## src/rtl/ifetch_queue.sv

```systemverilog
// ifetch_queue: instruction prefetch queue feeding the fetch/decode pipeline
// register. Issues sequential instruction-memory requests, buffers up to DEPTH
// returned {pc, instruction} entries and presents the head entry to decode
// with a valid/ack handshake. A branch redirect flushes the queue and refetches.
//
// Ports:
//   clk, resetn        clock, asynchronous active-low reset
//   imem_req/addr      fetch request and address (held while imem_wait)
//   imem_wait/rdata    memory stall and returned instruction
//   ins_out/pc_out     head-entry instruction and PC
//   ins_valid/ins_ack  head-entry handshake with decode
//   redirect/_pc       flush and restart fetching at redirect_pc
//   count              occupied entries
module ifetch_queue #(
  parameter int unsigned WIDTH      = 32,
  parameter int unsigned ADDR_WIDTH = 32,
  parameter int unsigned DEPTH      = 4,
  parameter logic [ADDR_WIDTH-1:0] RESET_PC = ADDR_WIDTH'(32'h0040_0000)
) (
  input  logic                    clk,
  input  logic                    resetn,
  output logic                    imem_req,
  output logic [ADDR_WIDTH-1:0]   imem_addr,
  input  logic                    imem_wait,
  input  logic [WIDTH-1:0]        imem_rdata,
  output logic [WIDTH-1:0]        ins_out,
  output logic [ADDR_WIDTH-1:0]   pc_out,
  output logic                    ins_valid,
  input  logic                    ins_ack,
  input  logic                    redirect,
  input  logic [ADDR_WIDTH-1:0]   redirect_pc,
  output logic [$clog2(DEPTH):0]  count
);

  localparam int unsigned PTR_W = $clog2(DEPTH);
  localparam int unsigned CNT_W = PTR_W + 1;

  typedef enum logic [1:0] {
    S_IDLE  = 2'd0,
    S_FETCH = 2'd1,
    S_DRAIN = 2'd2
  } state_t;

  typedef struct packed {
    logic [ADDR_WIDTH-1:0] pc;
    logic [WIDTH-1:0]      ins;
  } entry_t;

  state_t                state_q, state_d;
  logic [ADDR_WIDTH-1:0] fetch_pc_q, fetch_pc_d;
  logic [ADDR_WIDTH-1:0] addr_d;
  logic                  req_d;
  logic [PTR_W-1:0]      rd_ptr, wr_ptr;
  logic [CNT_W-1:0]      count_inc;
  logic [CNT_W-1:0]      count_d;
  logic                  push;
  logic                  pop;
  entry_t                mem_q [DEPTH];

  // Head-entry presentation; a redirect masks the stale head immediately.
  assign ins_valid = (count != '0) & ~redirect;
  assign pop       = ins_ack & ins_valid;
  assign ins_out   = mem_q[rd_ptr].ins;
  assign pc_out    = mem_q[rd_ptr].pc;

  // Occupancy after a completing push in FETCH (pop may coincide).
  assign count_inc = count + CNT_W'(1) - CNT_W'(pop);

  // Next-state, next fetch PC and next request address.
  always_comb begin
    state_d    = state_q;
    fetch_pc_d = fetch_pc_q;
    addr_d     = imem_addr;
    push       = 1'b0;
    req_d      = 1'b0;
    case (state_q)
      S_IDLE: begin
        if (redirect) begin
          fetch_pc_d = redirect_pc;
          state_d    = S_FETCH;
        end else if (count < CNT_W'(DEPTH)) begin
          state_d = S_FETCH;
        end
        addr_d = fetch_pc_d;
      end
      S_FETCH: begin
        if (redirect) begin
          fetch_pc_d = redirect_pc;
          // An in-flight request must finish at its old address before retargeting.
          if (imem_wait) state_d = S_DRAIN;
          else           addr_d  = redirect_pc;
        end else if (!imem_wait) begin
          push       = 1'b1;
          fetch_pc_d = fetch_pc_q + ADDR_WIDTH'(4);
          addr_d     = fetch_pc_d;
          if (count_inc == CNT_W'(DEPTH)) state_d = S_IDLE;
        end
      end
      S_DRAIN: begin
        if (redirect) begin
          fetch_pc_d = redirect_pc;
        end else if (!imem_wait) begin
          state_d = S_FETCH;
          addr_d  = fetch_pc_q;
        end
      end
      default: state_d = S_IDLE;
    endcase
    req_d = (state_d != S_IDLE);
  end

  // Occupancy update; redirect empties the queue.
  always_comb begin
    count_d = count;
    if (redirect) count_d = '0;
    else          count_d = count + CNT_W'(push) - CNT_W'(pop);
  end

  // State, request outputs and queue storage.
  always_ff @(posedge clk or negedge resetn) begin
    if (!resetn) begin
      state_q    <= S_IDLE;
      fetch_pc_q <= RESET_PC;
      imem_addr  <= RESET_PC;
      imem_req   <= 1'b0;
      count      <= '0;
      rd_ptr     <= '0;
      wr_ptr     <= '0;
      for (int unsigned i = 0; i < DEPTH; i++) begin
        mem_q[i] <= '0;
      end
    end else begin
      state_q    <= state_d;
      fetch_pc_q <= fetch_pc_d;
      imem_addr  <= addr_d;
      imem_req   <= req_d;
      count      <= count_d;
      if (redirect) begin
        rd_ptr <= '0;
        wr_ptr <= '0;
      end else begin
        if (push) begin
          mem_q[wr_ptr] <= {imem_addr, imem_rdata};
          wr_ptr        <= wr_ptr + PTR_W'(1);
        end
        if (pop) rd_ptr <= rd_ptr + PTR_W'(1);
      end
    end
  end

endmodule
```

## config.mk

```make
export PLATFORM = sky130hd
export DESIGN_NAME = ifetch_queue
export DESIGN_NICKNAME = d
export VERILOG_FILES = /design/src/rtl/ifetch_queue.sv
export SDC_FILE = /design/constraint.sdc
export NUM_CORES = 1
export LEC_CHECK = 0
export BUFFER_PORTS_ARGS = -buffer_cell sky130_fd_sc_hd__buf_2
export CORE_MARGIN = 4
export CORE_UTILIZATION = 64
export CTS_CLUSTER_SIZE = 14
export DETAILED_ROUTE_END_ITERATION = 16
export PLACE_DENSITY = 0.86
export SYNTH_ARGS = -nofsm -noshare
export SYNTH_HDL_FRONTEND = slang
export SYNTH_SLANG_ARGS = --single-unit
```

## constraint.sdc

```tcl
create_clock -name clk -period 7 [get_ports clk]
set_input_delay 1.4 -clock clk [delete_from_list [all_inputs] [get_ports clk]]
set_output_delay 1.4 -clock clk [all_outputs]
set_load 0.02 [all_outputs]
```

# == After elaboration in Yosys (flattened, before gate mapping) ==
# Cells that the tools add are included.
# word_totals
register_bits,330
latchBits,0
ramBits,0
rom_bits,0
input_bits,69
output_inout_bits,101
elab_cells,82
memories,0
# classes
addsub,7
mul,0
div_mod_pow,0
magnitude_cmp,4
eq_ne,7
shifts,0
mux,32
n_bitwise,5
n_reduce_logical,12
# ops
cell,count
$bwmux 256,1
$mux 32,7
$mux 64,3
$bmux 64 s2,1
$demux 64 s2,1
$pmux 32 s3,1
$pmux 32 s2,1
$add 32x3->32 const B,1
$mux 2,12
$reduce_bool 2->1,4
$ge 3x3->1 const B,2
$ne 2x2->1 const B,3
$not 2->3,2
$pmux 2 s3,1
$reduce_bool 3->1,2
$sub 3x1->3,2
$add 2x1->2 const B,2
$reduce_and 2->1,2
$reduce_and 4->1,1
$add 3x1->3,1
$add 3x1->3 const B,1
$eq 3x3->1 const B,1
$lt 3x1->1 const B,1
$lt 3x3->1 const B,1
other kinds (10),13

# == Logic depth before layout (Yosys ltp) ==
# logic_depth
depth_word,10
mapped_depth,11
mapped_depth_nobuf,10

# == Worst setup path after synthesis ==
# No wires, ideal clock.
# synth_path
path_kind,input -> register
from,in redirect
to,reg imem_req
setup_time_ns,0.127
t_arrival_ns,3.318
required_time_ns,6.873
slack_ns,3.555
path_stages,10
path_cell_list,clkbuf_1 -> nor2_1 -> nand2_1 -> ha_1 -> ha_1 -> nor2_1 -> a31oi_1 -> a211oi_1 -> a311oi_1 -> or2_2
# synth_between
elab_chain_cells,10
elab_cells_between_ends,12
# synth_rtl
element,line_no,rtl
start: declaration,30,"input logic redirect,"
$not 1->1 (no line),-,
$and 1x1->1,61,assign ins_valid = (count != '0) & ~redirect;
via ins_valid,28,"output logic ins_valid,"
$and 1x1->1,62,assign pop = ins_ack & ins_valid;
$sub 3x1->3,67,assign count_inc = count + CNT_W'(1) - CNT_W'(pop);
$eq 3x3->1,96,if (count_inc == CNT_W'(DEPTH)) state_d = S_IDLE;
$mux 2,96,
$mux 2,92,end else if (!imem_wait) begin
$mux 2,87,if (redirect) begin
$pmux 2 s3,76,case (state_q)
via state_d[0],49,"state_t state_q, state_d;"
$reduce_bool 2->1,109,req_d = (state_d != S_IDLE);
via req_d,52,logic req_d;
end signal: assignment,136,imem_req <= req_d;
end: declaration,22,"output logic imem_req,"
# The timed path passes the listed nets, and every way through them passes these cells.
# A chain may end at the register's enable or synchronous reset.

# == Worst setup path in the final report ==
# layout_path
from,reg rd_ptr[0]
to,out ins_out[26]
# layout_between
elab_chain_cells,4
# layout_rtl
element,line_no,rtl
start: declaration,53,"logic [PTR_W-1:0] rd_ptr, wr_ptr;"
start signal: assignment,146,if (pop) rd_ptr <= rd_ptr + PTR_W'(1);
$not 2->3 (implied by the code),63,assign ins_out = mem_q[rd_ptr].ins;
$bmux 64 s2,63,
$mux 64 (2 in a row),-,
end: declaration,26,"output logic [WIDTH-1:0] ins_out,"
# Every way passes these cells. The select of a mux whose other input is x is not followed.

==> flow_summary.json <==
{
  "grt_usage_pct": 27.3,
  "max_freq_mhz": 231,
  "slew_headroom_pct": 25.9,
  "setup_tns_ps": 0,
  "cts_max_level": 2,
  "ant_nets": 0,
  "synth.avg_cell_area_um2": 13.2,
  "internal-power_uw": 5330,
  "synth-compound-area-share_pct": 7.85,
  "place.gp.congestion": 0.920,
  "whs_endpoint": "mem_q[58]",
  "clock_path_buffers": 3,
  "yosysSeqAreaShare_pct": 51.9,
  "grt_overflow": 0,
  "crit_path_start_kind": "flip-flop",
  "yosysTopAreaCellShare_pct": 51.6,
  "synth.area.top_cells": "dfrtp_1, mux2_2, mux4_2",
  "via_count": 10900,
  "drv_cap": 0,
  "netSwitchingFraction_pct": 38.1,
  "drive_gt1_share_pct": 43.0,
  "grt_setup_unrepaired": "false",
  "whs_path_depth": 1,
  "power_density_nw_per_um2": 476,
  "synth_top_flop_cell": "dfrtp_1",
  "synthAdderAreaFrac_pct": 1.15,
  "drt-total-wl_um": 37600,
  "holdBufCountCts": 0,
  "row_count": 57,
  "reg2regPathDepth": 8,
  "clock-sinks": 330,
  "tightestPinTransition_ps": 1110,
  "cts_tree": "yes",
  "synth_edf_count": 0,
  "fin_skew_ps": 18.6,
  "wire_per_inst_um": 22.3,
  "finalSetupViolCount": 0,
  "rrSetupSlack_ps": 3730,
  "peakVddDrop_v": 0.000544,
  "yosysUniqueCellTypes": 64,
  "place_hpwl_um": 23300,
  "synth-xor-area-share_pct": 1.60,
  "min_from": "mem_q[58]",
  "crit_path_max_fanout": 46,
  "dieArea_um2": 27500,
  "period_share_pct": 61.8,
  "async_reset_ff_share_pct": 100,
  "antenna_cells": 0,
  "synth-simple-area-share_pct": 6.20,
  "clockRootBuffer": "clkbuf_16",
  "io_buffers": 169,
  "reg2reg_from": "state_q[1]",
  "syn_nets": 1293,
  "die_y_um": 166,
  "leakage_uw": 0.00818,
  "critical_path_class": "flip-flop to output port",
  "grt_pass1_vias": 11300,
  "endpoint_kind": "output port",
  "pwr-share-clk_pct": 21.9,
  "cp.required_ps": 5600,
  "grt_max_degree": 152,
  "die_width_um": 166,
  "start_util_pct": 65.3,
  "cts_resized": 0,
  "synth_top_area_cell": "dfrtp_1",
  "grt_antenna_before_repair": 0,
  "synth.mux.area_fraction_pct": 28.5,
  "worst_slack_ps": 2680,
  "syn_inst": 1210,
  "dr.pass1.iters": 6,
  "hold_class": "flip-flop to flip-flop",
  "status": "completed",
  "ys_warn_count": 0,
  "combPwrFrac_pct": 39.5,
  "final_nets": 1416,
  "dp_slack_ps": 2920,
  "syn-cell-area_um2": 15900,
  "clkLatencyLatePin_ps": 510,
  "drv_slew": 0,
  "drc": 0,
  "clk_pin_slew_worst_paths_ps": 60,
  "seqPwrFrac_pct": 38.6,
  "arrival_ps": 2920,
  "ys_ff_latch": 330,
  "cts_buffers": 35,
  "io_pins": 170,
  "area_growth_pct": 13.7,
  "synth_top_family_by_area": "multiplexers",
  "finish.utilization_pct": 74.2,
  "post-route-min-period_ps": 4320,
  "hold_violations": 0,
  "reg2reg_to": "imem_addr[16]",
  "coreArea_um2": 24400,
  "drtIter0Drc": 1134,
  "vias_per_cell": 6.46,
  "grt_pass1_wl_um": 61500,
  "post_cts_buffers": 0,
  "switchingPower_uw": 3280
}
[through the flow]
step / power (µW) / instance area [µm²] / hold WS (ps) / instances
floorplan: 5640 / 15900 / 467 / 1210
global placement: 6540 / 16900 / 483 / 1620
detailed placement: 6700 / 16900 / 491 / 1620
CTS: 8640 / 18100 / 504 / 1682
global route: 9100 / 18100 / 511 / 1682
finish: 8610 / 18100 / 500 / 1682
[layout by cell type (no fill, tap or decap), types with 7 or more instances in the layout]
master	netlist	final
a21boi_0	7	7
nor2b_1	7	7
nor2_1	55	55
inv_1	18	18
nor3_1	12	12
a221oi_1	13	13
a21oi_1	38	37
xnor2_1	19	19
buf_2	21	168
a31oi_1	8	8
xor2_1	10	10
o22ai_1	30	30
clkbuf_8	0	7
mux4_2	64	64
buf_4	1	9
o21ai_0	31	31
nand2_1	61	61
dfrtp_1	328	326
mux2_2	257	257
mux2i_1	20	20
ha_1	13	13
clkbuf_16	0	35
nand3_1	17	17
[cell usage after synthesis, types with 6 or more instances]
cell      number
nand4_1        6
a211oi_1       6
mux2i_1       20
a21boi_0       7
buf_2         21
buf_1          6
nand3_1       17
mux2_2       257
clkbuf_1      65
nor2_1        55
nor2b_1        7
and2_1         6
a21oi_1       38
nand2_1       61
ha_1          13
inv_1         18
and3_1         6
xnor2_1       19
a221oi_1      13
o22ai_1       30
o221ai_1       6
a31oi_1        8
nor3_1        12
dfrtp_1      328
a22oi_1        6
mux4_2        64
o21ai_0       31
xor2_1        10
[worst max-delay path by stage]
stage | endpoint | depth (start not counted) | slack (ps) | startpoint
3_5_place_dp | fetch_pc_q[29] | 7 | 2920 | redirect
5_1_grt | ins_out[30] | 3 | 2450 | rd_ptr[0]
6_report | ins_out[26] | 3 | 2680 | rd_ptr[0]
4_1_cts | pc_out[11] | 3 | 2590 | rd_ptr[0]
2_1_floorplan | imem_req | 10 | 3550 | redirect
3_3_place_gp | fetch_pc_q[29] | 7 | 3020 | redirect
[power groups by stage]
stage | Combinational (µW) | Sequential (µW) | Clock [µW]
6_report | 3400 | 3320 | 1890
5_1_grt | 3660 | 3430 | 2010
4_1_cts | 3400 | 3310 | 1920
3_5_place_dp | 3370 | 3340 | 0
3_3_place_gp | 3260 | 3280 | 0
2_1_floorplan | 2530 | 3110 | 0
[kinds of logic (layout without fill, tap and decap cells)]
family / count (synthesis) / after routing
AND/OR/NAND/NOR: 197 / 197
adder cells (fa/ha/maj): 14 / 14
AO/OA/AOI/OAI: 188 / 188
XOR/XNOR: 29 / 29
flip-flops: 330 / 330
multiplexers: 341 / 341
buffers and inverters: 111 / 259
[sequential cells by signal (all words and copies together), names as in the netlist]
signal / count
mem_q: 256
fetch_pc_q: 32
imem_addr: 32
count: 3
rd_ptr: 2
state_q: 2
wr_ptr: 2
imem_req: 1
[routing by layer]
metal / global-route usage [%] / share of wire [%]
met5: 0 / 0
met4: 7.57 / 2.3
met3: 4.93 / 7.5
met2: 44.9 / 49
met1: 38.3 / 41
[critical path: stages (launching register included)]
cell     delay [ps]
dfrtp_4        1080
buf_4           550
mux4_2          580
buf_2           180
[final cells by class]
| class | instances | area (µm²) |
|---|---|---|
| multi-input cells | 769 | 7230 |
| flip-flops and latches | 330 | 8270 |
| clock inverters | 14 | 185 |
| inverters | 18 | 67.6 |
| clock buffers | 48 | 995 |
| fillers | 1598 | 6300 |
| well taps | 324 | 405 |
| repair buffers | 179 | 943 |
Power figures use the tool's default switching activity.
